==> src/rtl/debounce_pkg.sv <==
// Shared constants and width helper for the switch debouncer slice.
package debounce_pkg;

   localparam int DEFAULT_TICK_DIVIDE    = 100000;
   localparam int DEFAULT_STABLE_SAMPLES = 10;

   // Bits needed to hold 0..n-1, never less than one so n = 1 still yields a legal vector.
   function automatic int count_width(input int n);
      return (n > 1) ? $clog2(n) : 1;
   endfunction

endpackage

==> src/rtl/switch_debouncer_if.sv <==
// Switch-side bus of the debouncer: raw levels in, clean levels and strobes out.
// Edge strobes exist only when SWITCH_DEBOUNCER_EDGE_EN is defined.
interface switch_debouncer_if #(
   parameter int CHANNELS = 16
);

   logic [CHANNELS-1:0] switch_raw;
   logic [CHANNELS-1:0] switch_clean;
   logic                value_changed;
   logic                sample_tick;
`ifdef SWITCH_DEBOUNCER_EDGE_EN
   logic [CHANNELS-1:0] switch_rise;
   logic [CHANNELS-1:0] switch_fall;

   modport master (
      input  switch_raw,
      output switch_clean, value_changed, sample_tick, switch_rise, switch_fall
   );

   modport slave (
      output switch_raw,
      input  switch_clean, value_changed, sample_tick, switch_rise, switch_fall
   );
`else
   modport master (
      input  switch_raw,
      output switch_clean, value_changed, sample_tick
   );

   modport slave (
      output switch_raw,
      input  switch_clean, value_changed, sample_tick
   );
`endif

endinterface

==> src/rtl/debounce_channel.sv <==
// One switch channel: two-flop synchroniser, tick-driven stability counter and clean flop.
module debounce_channel
   import debounce_pkg::*;
#(
   parameter int STABLE_SAMPLES = DEFAULT_STABLE_SAMPLES
) (
   input  logic clock,
   input  logic reset_n,
   input  logic raw_bit,
   input  logic sample_tick,
   output logic clean_bit,
   output logic changed
);

   localparam int              CW     = count_width(STABLE_SAMPLES + 1);
   localparam logic [CW-1:0]   ACCEPT = CW'(STABLE_SAMPLES - 1);

   logic          sync1_q, sync1_d;
   logic          sync2_q, sync2_d;
   logic [CW-1:0] count_q, count_d;
   logic          clean_q, clean_d;
   logic          changed_q, changed_d;

   always_comb begin
      sync1_d   = raw_bit;
      sync2_d   = sync1_q;
      count_d   = count_q;
      clean_d   = clean_q;
      changed_d = 1'b0;
      // Any agreeing tick restarts the count, so only an unbroken run of disagreement is accepted.
      if (sample_tick) begin
         if (sync2_q == clean_q) begin
            count_d = '0;
         end else if (count_q == ACCEPT) begin
            clean_d   = sync2_q;
            count_d   = '0;
            changed_d = 1'b1;
         end else begin
            count_d = count_q + 1'b1;
         end
      end
   end

   always_ff @(posedge clock or negedge reset_n) begin
      if (!reset_n) begin
         sync1_q   <= 1'b0;
         sync2_q   <= 1'b0;
         count_q   <= '0;
         clean_q   <= 1'b0;
         changed_q <= 1'b0;
      end else begin
         sync1_q   <= sync1_d;
         sync2_q   <= sync2_d;
         count_q   <= count_d;
         clean_q   <= clean_d;
         changed_q <= changed_d;
      end
   end

   assign clean_bit = clean_q;
   assign changed   = changed_q;

endmodule

==> src/rtl/switch_debouncer.sv <==
// Debounces the board slide switches with a shared sample-tick prescaler.
// Define SWITCH_DEBOUNCER_EDGE_EN to add per-bit rise/fall strobes.
module switch_debouncer
   import debounce_pkg::*;
#(
   parameter int CHANNELS       = 16,
   parameter int TICK_DIVIDE    = DEFAULT_TICK_DIVIDE,
   parameter int STABLE_SAMPLES = DEFAULT_STABLE_SAMPLES
) (
   input  logic                clock,
   input  logic                reset_n,
   switch_debouncer_if.master  bus
);

   localparam int            PW   = count_width(TICK_DIVIDE);
   localparam logic [PW-1:0] LAST = PW'(TICK_DIVIDE - 1);

   logic [PW-1:0]       prescale_q, prescale_d;
   logic                tick_q, tick_d;
   logic                value_changed_q, value_changed_d;
   logic [CHANNELS-1:0] clean;
   logic [CHANNELS-1:0] changed;

   always_comb begin
      tick_d          = (prescale_q == LAST);
      prescale_d      = tick_d ? '0 : prescale_q + 1'b1;
      value_changed_d = |changed;
   end

   always_ff @(posedge clock or negedge reset_n) begin
      if (!reset_n) begin
         prescale_q      <= '0;
         tick_q          <= 1'b0;
         value_changed_q <= 1'b0;
      end else begin
         prescale_q      <= prescale_d;
         tick_q          <= tick_d;
         value_changed_q <= value_changed_d;
      end
   end

   for (genvar i = 0; i < CHANNELS; i++) begin : g_chan
      debounce_channel #(
         .STABLE_SAMPLES (STABLE_SAMPLES)
      ) u_chan (
         .clock       (clock),
         .reset_n     (reset_n),
         .raw_bit     (bus.switch_raw[i]),
         .sample_tick (tick_q),
         .clean_bit   (clean[i]),
         .changed     (changed[i])
      );
   end

   assign bus.switch_clean  = clean;
   assign bus.value_changed = value_changed_q;
   assign bus.sample_tick   = tick_q;

`ifdef SWITCH_DEBOUNCER_EDGE_EN
   logic [CHANNELS-1:0] rise_q, rise_d;
   logic [CHANNELS-1:0] fall_q, fall_d;

   // The channel strobe arrives while clean already shows the new level, so it gives the direction.
   always_comb begin
      rise_d = changed & clean;
      fall_d = changed & ~clean;
   end

   always_ff @(posedge clock or negedge reset_n) begin
      if (!reset_n) begin
         rise_q <= '0;
         fall_q <= '0;
      end else begin
         rise_q <= rise_d;
         fall_q <= fall_d;
      end
   end

   assign bus.switch_rise = rise_q;
   assign bus.switch_fall = fall_q;
`endif

endmodule

==> src/flat_wrapper.sv <==
// flat-port wrapper written by rule: the top's interface ports become plain ports
module switch_debouncer_flat import debounce_pkg::*;
#(
   parameter int CHANNELS       = 16,
   parameter int TICK_DIVIDE    = DEFAULT_TICK_DIVIDE,
   parameter int STABLE_SAMPLES = DEFAULT_STABLE_SAMPLES
)
  (clock, reset_n, bus_switch_raw, bus_switch_clean, bus_value_changed, bus_sample_tick);
  switch_debouncer_if #(.CHANNELS(CHANNELS)) bus_i ();
  input  logic clock;
  input  logic reset_n;
  input wire logic [$bits(bus_i.switch_raw)-1:0] bus_switch_raw;
  output wire logic [$bits(bus_i.switch_clean)-1:0] bus_switch_clean;
  output wire logic [$bits(bus_i.value_changed)-1:0] bus_value_changed;
  output wire logic [$bits(bus_i.sample_tick)-1:0] bus_sample_tick;
  assign bus_i.switch_raw = bus_switch_raw;
  assign bus_switch_clean = bus_i.switch_clean;
  assign bus_value_changed = bus_i.value_changed;
  assign bus_sample_tick = bus_i.sample_tick;
  switch_debouncer #(.CHANNELS(CHANNELS), .TICK_DIVIDE(TICK_DIVIDE), .STABLE_SAMPLES(STABLE_SAMPLES)) u_core (.clock(clock), .reset_n(reset_n), .bus(bus_i));
endmodule
==> config.mk <==
export PLATFORM = sky130hd
export DESIGN_NAME = switch_debouncer_flat
export DESIGN_NICKNAME = d
export VERILOG_FILES = /design/src/rtl/debounce_pkg.sv /design/src/rtl/switch_debouncer_if.sv /design/src/rtl/debounce_channel.sv /design/src/rtl/switch_debouncer.sv /design/src/flat_wrapper.sv
export SDC_FILE = /design/constraint.sdc
export NUM_CORES = 1
export LEC_CHECK = 0
export ABC_AREA = 1
export BUFFER_PORTS_ARGS = -buffer_cell sky130_fd_sc_hd__buf_2
export CAP_MARGIN = 20
export CELL_PAD_IN_SITES_DETAIL_PLACEMENT = 0
export CELL_PAD_IN_SITES_GLOBAL_PLACEMENT = 1
export CORE_ASPECT_RATIO = 0.5
export CORE_MARGIN = 1
export CORE_UTILIZATION = 45
export DETAILED_ROUTE_END_ITERATION = 12
export MAX_ROUTING_LAYER = met4
export PLACE_DENSITY_LB_ADDON = 0.1
export SLEW_MARGIN = 20
export SYNTH_ARGS = -nofsm -noshare
export SYNTH_HDL_FRONTEND = slang
export SYNTH_SLANG_ARGS = --single-unit
export TNS_END_PERCENT = 20
==> constraint.sdc <==
create_clock -name clock -period 2.6 [get_ports clock]
set_input_delay 0.39 -clock clock [delete_from_list [all_inputs] [get_ports clock]]
set_output_delay 0.39 -clock clock [all_outputs]
set_load 0.005 [all_outputs]
==> qor.yml <==
placed_design:
  placed_cell_area_um2: 7008
  gp_congestion: 0.7889
  io_buffers: 35
  dpl.hpwl_mm: 7.969
grt:
  grt_pass1_wl_mm: 19.92
  grt_remaining_overflow: 0
  grt_pass1_vias: 4141
  grt_util_met3_pct: 5.241
  grt_usage_pct: 17.13
  use_met2_pct: 25.32
  antenna_found_initial: 0
  busiest_layer: "met2"
  grt_max_degree: 56
  grtUsageMet1_pct: 22.67
critical_path:
  arrival_ns: 1.19
  reg2regPathDepth: 3
  crit_path_cell_trace: "buf_2"
  r2r-start: "u_core.bus.sample_tick"
  worstSetupPathType: "flip-flop to output pin"
  slowest_stage: "dfrtp_2"
  crit_path_start_kind: "flip-flop"
  cp_max_fo: 19
  cp_num_buf_inv: 1
  end_kind: "output pin"
  path_delay_family: "flip-flops"
  critPathMaxStageDelay_ns: 0.59
  r2r_setup_slack_ns: 1.08
  worstPathRequired_ns: 2.21
  r2r_end: "u_core.g_chan[11].u_chan.count_q[3]"
detailed_routing:
  wire_per_inst_um: 12.22
  routed_wl_mm: 11.34
  drcViolationCount: 0
  drtPass1Iterations: 4
  ant_nets: 0
  first_iter_violations: 223
  vias_per_cell: 4.572
  vias: 4243
floorplan:
  die-area_um2: 15500
  start_util_pct: 46.33
  die_w_um: 175.1
  die_h_um: 88.53
  fp.coreArea_um2: 14550
  io_pins: 36
  rows: 31
finish:
  stdcell_area_um2: 7604
  nFillCells: 1326
  diodes: 0
  areaGrowthSynthToFinish_pct: 12.83
  drive_gt1_share_pct: 14.25
  nets: 768
power_and_ir_drop:
  power_uw: 4828
  p_int_uw: 3704
  p_sw_uw: 1125
  irDropWorstVdd_mv: 0.4233
  power.leakage_uw: 0.004122
  clkPwrFrac_pct: 50.2
  combPwrFrac_pct: 1.7
  power.density_nw_per_um2: 635.0
  seq_power_share_pct: 48.2
  switching_share_pct: 23.30
clock_tree:
  post_cts_buffers: 0
  cts-buffers-inserted: 17
  insertion_delay_ns: 0.42
  cts_resized: 0
  h-tree-depth: 4
  cts_tree: "done"
  hold_buffers: 1
  cts-root-buf: "clkbuf_16"
  cts_sinks: 147
  clk_path_buf_depth: 2
  path_clk_slew_ns: 0.07
sta:
  rsz0062_at_grt: "no"
  finalSetupViolCount: 0
  fin_crit_ns: 1.579
  skew_ns: 0.009393
  max_slew.worst_pin.slew_ns: 0.7321
  hold_viol_final: 0
  fin_tns_setup_ns: 0
  holdWs_ns: 0.07294
  clock.fmax_mhz: 633.3
  slew_headroom_pct: 51.14
  finalCritPeriodShare_pct: 60.74
  slew_viol_final: 0
logic_synthesis:
  synth-edff-count: 0
  synth.yosys.seq_area_share_pct: 54.59
  synth.area.top_cells: "dfrtp_1, xor2_1, nand2_1"
  syn_nets: 735
  ys_types: 29
  syn-mean-instance-area_um2: 9.852
  synth_top_area_share_pct: 54.59
  synthArstFlopShare_pct: 100.0
  syn-cell-area_um2: 6739
  yosysTopAreaCell: "dfrtp_1"
  netlist_instances: 684
  yosys_warnings: 0
  synth_seq_cells: 147
  ys.flop_type: "dfrtp_1"
worst_hold_path:
  worstHoldStart: "bus_switch_raw[13]"
  min_to: "u_core.g_chan[13].u_chan.sync1_q"
  hp-class: "input pin to flip-flop"
  whs_path_depth: 1
run_status:
  outcome: "finished clean"
flow_run:
  cap_violations: 0
## final cells by class
class | instances | area, um^2 | area share [%]
clock buffer | 17 | 425.4 | 5.595
clock inverter | 15 | 160.2 | 2.106
inverter | 94 | 352.8 | 4.640
multi-input combinational | 415 | 2476 | 32.57
sequential | 147 | 3680 | 48.40
tap | 198 | 247.7 | 3.258
timing repair buffer | 42 | 261.5 | 3.439
## stage by stage
stage	worst slack, ns	cells	utilization (%)
3_5_place_dp	1.040	895	48.18
2_1_floorplan	1.376	684	-
4_1_cts	0.9739	928	52.28
6_report	1.021	928	52.28
5_1_grt	0.8719	928	52.28
3_3_place_gp	1.096	895	48.18
## kinds of logic (layout without fill, tap and decap cells)
logic type	after synthesis	after routing	synth area share, %
flip-flops	147	147	54.59
adder cells (fa/ha/maj)	33	33	6.127
AO/OA/AOI/OAI	46	46	3.713
XOR/XNOR	58	58	7.538
buffers and inverters	122	168	8.670
AND/OR/NAND/NOR	273	273	18.62
multiplexers	5	5	0.7427
## layer usage
metal  routed length [um]  share of wire, %
met1                 5852                52
met2                 5079                45
met3                  371               3.3
met4                   35              0.31
met5                    0                 0
## layout by cell type (no fill, tap or decap), types with 7 or more instances in the layout
cell / synthesis / layout
dfrtp_1: 147 / 146
nand3_1: 35 / 35
nand4_1: 11 / 11
xor2_1: 56 / 56
clkbuf_16: 0 / 17
buf_2: 2 / 34
ha_1: 33 / 33
nand4_2: 11 / 11
nor2_1: 78 / 78
inv_1: 83 / 83
inv_6: 0 / 7
o22ai_1: 16 / 16
a21oi_1: 29 / 29
nand2_1: 119 / 119
inv_2: 10 / 10
## registers in the layout, summed over array words and instances, names as in the netlist
register                        flops
u_core.g_chan.u_chan.sync2_q       16
u_core.g_chan.u_chan.sync1_q       16
u_core.g_chan.u_chan.count_q       64
u_core.g_chan.u_chan.changed       16
u_core.bus.sample_tick              1
u_core.bus.value_changed            1
u_core.g_chan.u_chan.clean_bit     16
u_core.prescale_q                  17
## Yosys cell counts, types with 3 or more instances
cell type  instances
nand2_1          119
nand3_1           35
nor2_1            78
nand4_2           11
o22ai_1           16
dfrtp_1          147
buf_4             20
nor2_2             3
xor2_1            56
buf_6              5
nand2_2            3
inv_2             10
a21oi_1           29
ha_1              33
nand4_1           11
nor4_1             4
mux2i_1            5
inv_1             83
## power by group through the flow
stage | clock [uW] | sequential (uW) | combinational [uW]
after floorplan | 0 | 2360 | 14.5
after global placement | 0 | 2370 | 83.8
after detailed placement | 0 | 2370 | 85.4
final | 2420 | 2330 | 81.2
after global routing | 2610 | 2330 | 95.8
after CTS | 2500 | 2330 | 86.9
## how the worst max path moves through the flow
stage | startpoint | endpoint | slack [ns] | depth (start not counted)
after floorplan | u_core.prescale_q[0] | u_core.prescale_q[16] | 1.38 | 7
after global placement | u_core.bus.sample_tick | u_core.g_chan[13].u_chan.count_q[3] | 1.10 | 3
after detailed placement | u_core.bus.sample_tick | u_core.g_chan[7].u_chan.count_q[3] | 1.04 | 3
after CTS | u_core.bus.sample_tick | bus_sample_tick | 0.97 | 1
after global routing | u_core.bus.sample_tick | u_core.g_chan[6].u_chan.count_q[3] | 0.87 | 3
final | u_core.bus.sample_tick | bus_sample_tick | 1.02 | 1
(Power assumes the default switching activity.)
